`config.mk`:
```
export PLATFORM = sky130hd
export DESIGN_NAME = regfile_arbiter
export DESIGN_NICKNAME = d
export VERILOG_FILES = /design/src/rtl/regfile_arbiter.sv
export SDC_FILE = /design/constraint.sdc
export NUM_CORES = 1
export LEC_CHECK = 0
export CORE_ASPECT_RATIO = 1.1
export CORE_MARGIN = 1
export CORE_UTILIZATION = 38
export DETAILED_ROUTE_END_ITERATION = 8
export PLACE_DENSITY = 0.86
export SLEW_MARGIN = 0
export SYNTH_ARGS = -nofsm -noshare
export SYNTH_HDL_FRONTEND = slang
export SYNTH_SLANG_ARGS = --single-unit
```
`constraint.sdc`:
```
create_clock -name clock -period 2.09 [get_ports clock]
set_clock_uncertainty 0.1 [all_clocks]
set_input_delay 0.418 -clock clock [delete_from_list [all_inputs] [get_ports clock]]
set_output_delay 0.418 -clock clock [all_outputs]
set_load 0.02 [all_outputs]
```
`src/rtl/regfile_arbiter.sv`:
```
// Two-requester round-robin arbiter with burst lock in front of a shared register file.
// Ops are accepted one per cycle and return read data two edges after acceptance.
module regfile_arbiter #(
   parameter int unsigned MAX_BURST = 4
) (
   input  logic        clock,
   input  logic        reset,
   input  logic        req0,
   input  logic        req1,
   input  logic        lock0,
   input  logic        lock1,
   input  logic        we0,
   input  logic        we1,
   input  logic [15:0] wdata0,
   input  logic [15:0] wdata1,
   input  logic [3:0]  waddr0,
   input  logic [3:0]  waddr1,
   input  logic [3:0]  raddr_a0,
   input  logic [3:0]  raddr_a1,
   input  logic [3:0]  raddr_b0,
   input  logic [3:0]  raddr_b1,
   output logic        gnt0,
   output logic        gnt1,
   output logic        rvalid0,
   output logic        rvalid1,
   output logic [15:0] rdata_a,
   output logic [15:0] rdata_b,
   output logic        rf_write,
   output logic [15:0] rf_D,
   output logic [3:0]  rf_DA,
   output logic [3:0]  rf_AA,
   output logic [3:0]  rf_BA,
   input  logic [15:0] rf_A,
   input  logic [15:0] rf_B
);

   localparam logic [3:0] BURST_MAX = 4'(MAX_BURST);

   logic       ptr;        // requester favoured when both request
   logic       last_id;    // requester granted at the most recent accepting edge
   logic [3:0] burst_cnt;  // consecutive grants to last_id, 0 after an idle cycle
   logic       s1_valid;
   logic       s1_id;
   logic       s2_valid;
   logic       s2_id;

   logic       hold;
   logic       accept;
   logic       gid;

   always_comb begin
      hold = 1'b0;
      gnt0 = 1'b0;
      gnt1 = 1'b0;
      if (last_id == 1'b0)
         hold = req0 & lock0 & (burst_cnt < BURST_MAX);
      else
         hold = req1 & lock1 & (burst_cnt < BURST_MAX);
      // Nothing may be accepted on a reset edge, so grants are suppressed.
      if (!reset) begin
         if (hold) begin
            gnt0 = ~last_id;
            gnt1 = last_id;
         end else if (req0 && req1) begin
            gnt0 = ~ptr;
            gnt1 = ptr;
         end else begin
            gnt0 = req0;
            gnt1 = req1;
         end
      end
   end

   assign accept = gnt0 | gnt1;
   assign gid    = gnt1;

   always_ff @(posedge clock) begin
      if (reset) begin
         ptr       <= 1'b0;
         last_id   <= 1'b0;
         burst_cnt <= 4'd0;
         rf_write  <= 1'b0;
         rf_D      <= 16'd0;
         rf_DA     <= 4'd0;
         rf_AA     <= 4'd0;
         rf_BA     <= 4'd0;
         s1_valid  <= 1'b0;
         s1_id     <= 1'b0;
         s2_valid  <= 1'b0;
         s2_id     <= 1'b0;
         rvalid0   <= 1'b0;
         rvalid1   <= 1'b0;
         rdata_a   <= 16'd0;
         rdata_b   <= 16'd0;
      end else begin
         if (accept) begin
            ptr     <= ~gid;
            last_id <= gid;
            if (burst_cnt != 4'd0 && gid == last_id)
               burst_cnt <= (burst_cnt >= BURST_MAX) ? BURST_MAX : burst_cnt + 4'd1;
            else
               burst_cnt <= 4'd1;
            rf_write <= gid ? we1      : we0;
            rf_D     <= gid ? wdata1   : wdata0;
            rf_DA    <= gid ? waddr1   : waddr0;
            rf_AA    <= gid ? raddr_a1 : raddr_a0;
            rf_BA    <= gid ? raddr_b1 : raddr_b0;
         end else begin
            burst_cnt <= 4'd0;
            rf_write  <= 1'b0;
         end

         // The register file captures its read data one edge after acceptance.
         s1_valid <= accept;
         s1_id    <= gid;
         s2_valid <= s1_valid;
         s2_id    <= s1_id;
         rvalid0  <= s2_valid & ~s2_id;
         rvalid1  <= s2_valid & s2_id;
         if (s2_valid) begin
            rdata_a <= rf_A;
            rdata_b <= rf_B;
         end
      end
   end

endmodule

```
==> flow_summary.toml <==
[outcome]
status = "complete, but fails checks"
violations = "DRC"

[placement]
numPortBuffers = 160
dp_hpwl_um = 5487
place_area_sq_mm = 0.004564
place_ws_ps = -698.2
gp_congestion = 0.8892

[synth]
syn_nets = 358
synth_ff_type = "dfxtp_1"
seq_area_frac_synth_pct = 52.07
synth_cell_types = 37
ys_ff_latch = 73
post_synth.cell_area_avg_sq_um = 10.79
synth-edff-count = 0
syn_inst = 260
synth_warnings = 0
ys_async_sr_fraction_pct = 0
syn_area_sq_mm = 0.002806

[timing]
finalSetupTns_ps = 0
rsz0062_at_grt = "yes"
period_needed_ps = 2062
period_share_pct = 98.68
fin_ws_ps = 27.62
hold_viol = 0
max_clock_freq_mhz = 484.9
setup_viol = 0
slew_violations = 0
hold_ws_ps = 316.0

[global_routing]
grt_pass1_wl_um = 12390
grt_antenna_before_repair = 0
gr-total-overflow = 0
grt_pass1_vias = 2584
grt_usage_pct = 20.29
grt_max_degree = 41

[power_and_ir_drop]
p_sw_share_pct = 26.64
power.switching_uw = 897.3
clock_power_share_pct = 32.9
combPwrFrac_pct = 21.6
peakVddDrop_mv = 0.4829
cellPowerDensity_mw_per_mm2 = 701.3
p_leak_uw = 0.001877
seqPwrFrac_pct = 45.5
p_int_uw = 2471

[clock_tree]
clock_path_buffers = 2
root_buffer = "clkbuf_8"
cts.sinks = 73
cts_buffers = 9
cts_hold_buf = 0
cts_tree = "yes"
clkTransAtPathRegs_ps = 80
insertion_delay_ps = 340
htree_levels = 3

[worst_hold_path]
hp-start = "s2_id$_SDFF_PP0_"
hp-class = "reg2reg"

[floorplan]
row_count = 32
die_w_um = 83.94
die_y_um = 92.13
io_pins = 161
fp.coreArea_sq_mm = 0.007087
die_area_sq_mm = 0.007733
start_util_pct = 39.60

[worst_setup_path]
rr_worst_depth = 6
crit_path_start = "burst_cnt[3]$_SDFF_PP0_"
critPathArrivalTime_ps = 1540
crit-reg2reg-launch = "burst_cnt[3]$_SDFF_PP0_"
rr_endpoint = "rf_BA[0]$_SDFFE_PP0N_"
cp-endpoint = "gnt0"
worstPathRequired_ps = 1570
crit_type = "reg2out"
startpoint_type = "flip-flop"
r2r_setup_slack_ps = 200
path_max_fanout = 2
endpoint_kind = "output port"

[cells_and_area]
postLayoutCellArea_sq_mm = 0.004803
area_delta_synth_final_pct = 71.15
antenna_cells_inserted = 0
nets = 530
utilization_pct = 67.78
drive_above_1_share_pct = 11.67

[route]
vias = 2604
avgViaCountPerCell = 4.989
drtPass1Iterations = 7
wl_um = 7600
avgRoutedWirePerCell_um = 14.56
drtAntennaViolNets = 0
first_iter_violations = 141
drc = 30

[run]
cap_violations = 0
==> placed cells by master (no fill, tap or decap), types with 6 or more instances in the layout <==
cell and n:
buf_4 14, and2_1 28, clkdlybuf4s50_1 155, dfxtp_1 72
clkbuf_8 9, inv_1 6, a221o_1 27, nor2_1 35
mux2i_1 33
==> what timing repair did <==
action | 4_1_cts | 5_1_grt
pin swaps | 3 | 0
gates resized for setup | 20 | 2
endpoints found under the hold margin | 0 | 0
setup buffers | 1 | 0
setup endpoints to repair | 28 | 2
==> registers in the layout, summed over array words and instances, names as in the netlist <==
name / flops
rf_AA: 4
last_id: 1
burst_cnt: 4
rf_D: 16
s1_valid: 1
rdata_a: 16
ptr: 1
rf_BA: 4
s1_id: 1
rdata_b: 16
s2_valid: 1
s2_id: 1
rf_DA: 4
rvalid0: 1
rf_write: 1
rvalid1: 1
==> cell families (layout without fill, tap and decap cells) <==
family	count (synthesis)	in the layout	synth area share [%]
AO/OA/AOI/OAI	47	47	15.60
multiplexers	33	33	11.77
flip-flops	73	73	52.07
adder cells (fa/ha/maj)	2	2	0.8915
buffers and inverters	23	200	4.681
other	1	1	0.1336
AND/OR/NAND/NOR	81	81	14.85
==> Yosys cell counts, types with 4 or more instances <==
library cell	number	area, sq um
nor2_1	37	138.9
inv_1	6	22.52
o21ai_0	4	20.02
buf_6	4	45.04
a221o_1	27	270.3
clkbuf_1	5	18.77
and2_1	28	175.2
dfxtp_1	73	1461
mux2i_1	33	330.3
==> routing by layer <==
layer / global-route usage, % / wire length (um) / up-vias
met2: 35.25 / 3748 / 142
met4: 7.184 / 140 / 0
li1: - / - / 1264
met5: 0 / 0 / -
met1: 23.09 / 3046 / 1187
met3: 6.931 / 664 / 11
==> worst min-delay path by stage <==
stage | to | slack, ps | cells after the start
6_report | rvalid0$_SDFF_PP0_ | 320 | 1
5_1_grt | rvalid0$_SDFF_PP0_ | 340 | 1
4_1_cts | rvalid0$_SDFF_PP0_ | 320 | 1
3_5_place_dp | rvalid0$_SDFF_PP0_ | 310 | 1
3_3_place_gp | rvalid0$_SDFF_PP0_ | 290 | 1
2_1_floorplan | rvalid0$_SDFF_PP0_ | 290 | 1
==> worst max-delay path: stages, from the launching register on <==
cell and delay [ps]:
dfxtp_1 320, or3b_4 420, buf_6 140, a21oi_4 110
a21oi_2 70, buf_6 140
==> metrics by stage <==
step                cells  power [uW]
floorplan             260        1874
global placement      505        2269
detailed placement    505        2283
CTS                   522        3410
global route          522        3535
finish                522        3369
==> cell type report <==
type | count | area (sq um)
Sequential cell | 73 | 1463
Timing Repair Buffer | 178 | 1768
Clock inverter | 7 | 78.83
Clock buffer | 9 | 123.9
Fill cell | 534 | 2283
Inverter | 6 | 22.52
Tap cell | 85 | 106.4
Multi-Input combinational cell | 164 | 1241
==> power groups by stage <==
stage          clock [uW]  combinational [uW]  sequential, uW
4_1_cts              1150                 730            1530
6_report             1110                 729            1530
3_3_place_gp            0                 707            1560
3_5_place_dp            0                 720            1560
5_1_grt              1210                 775            1550
2_1_floorplan           0                 218            1660
No activity file was read; power rests on OpenSTA's default activity.
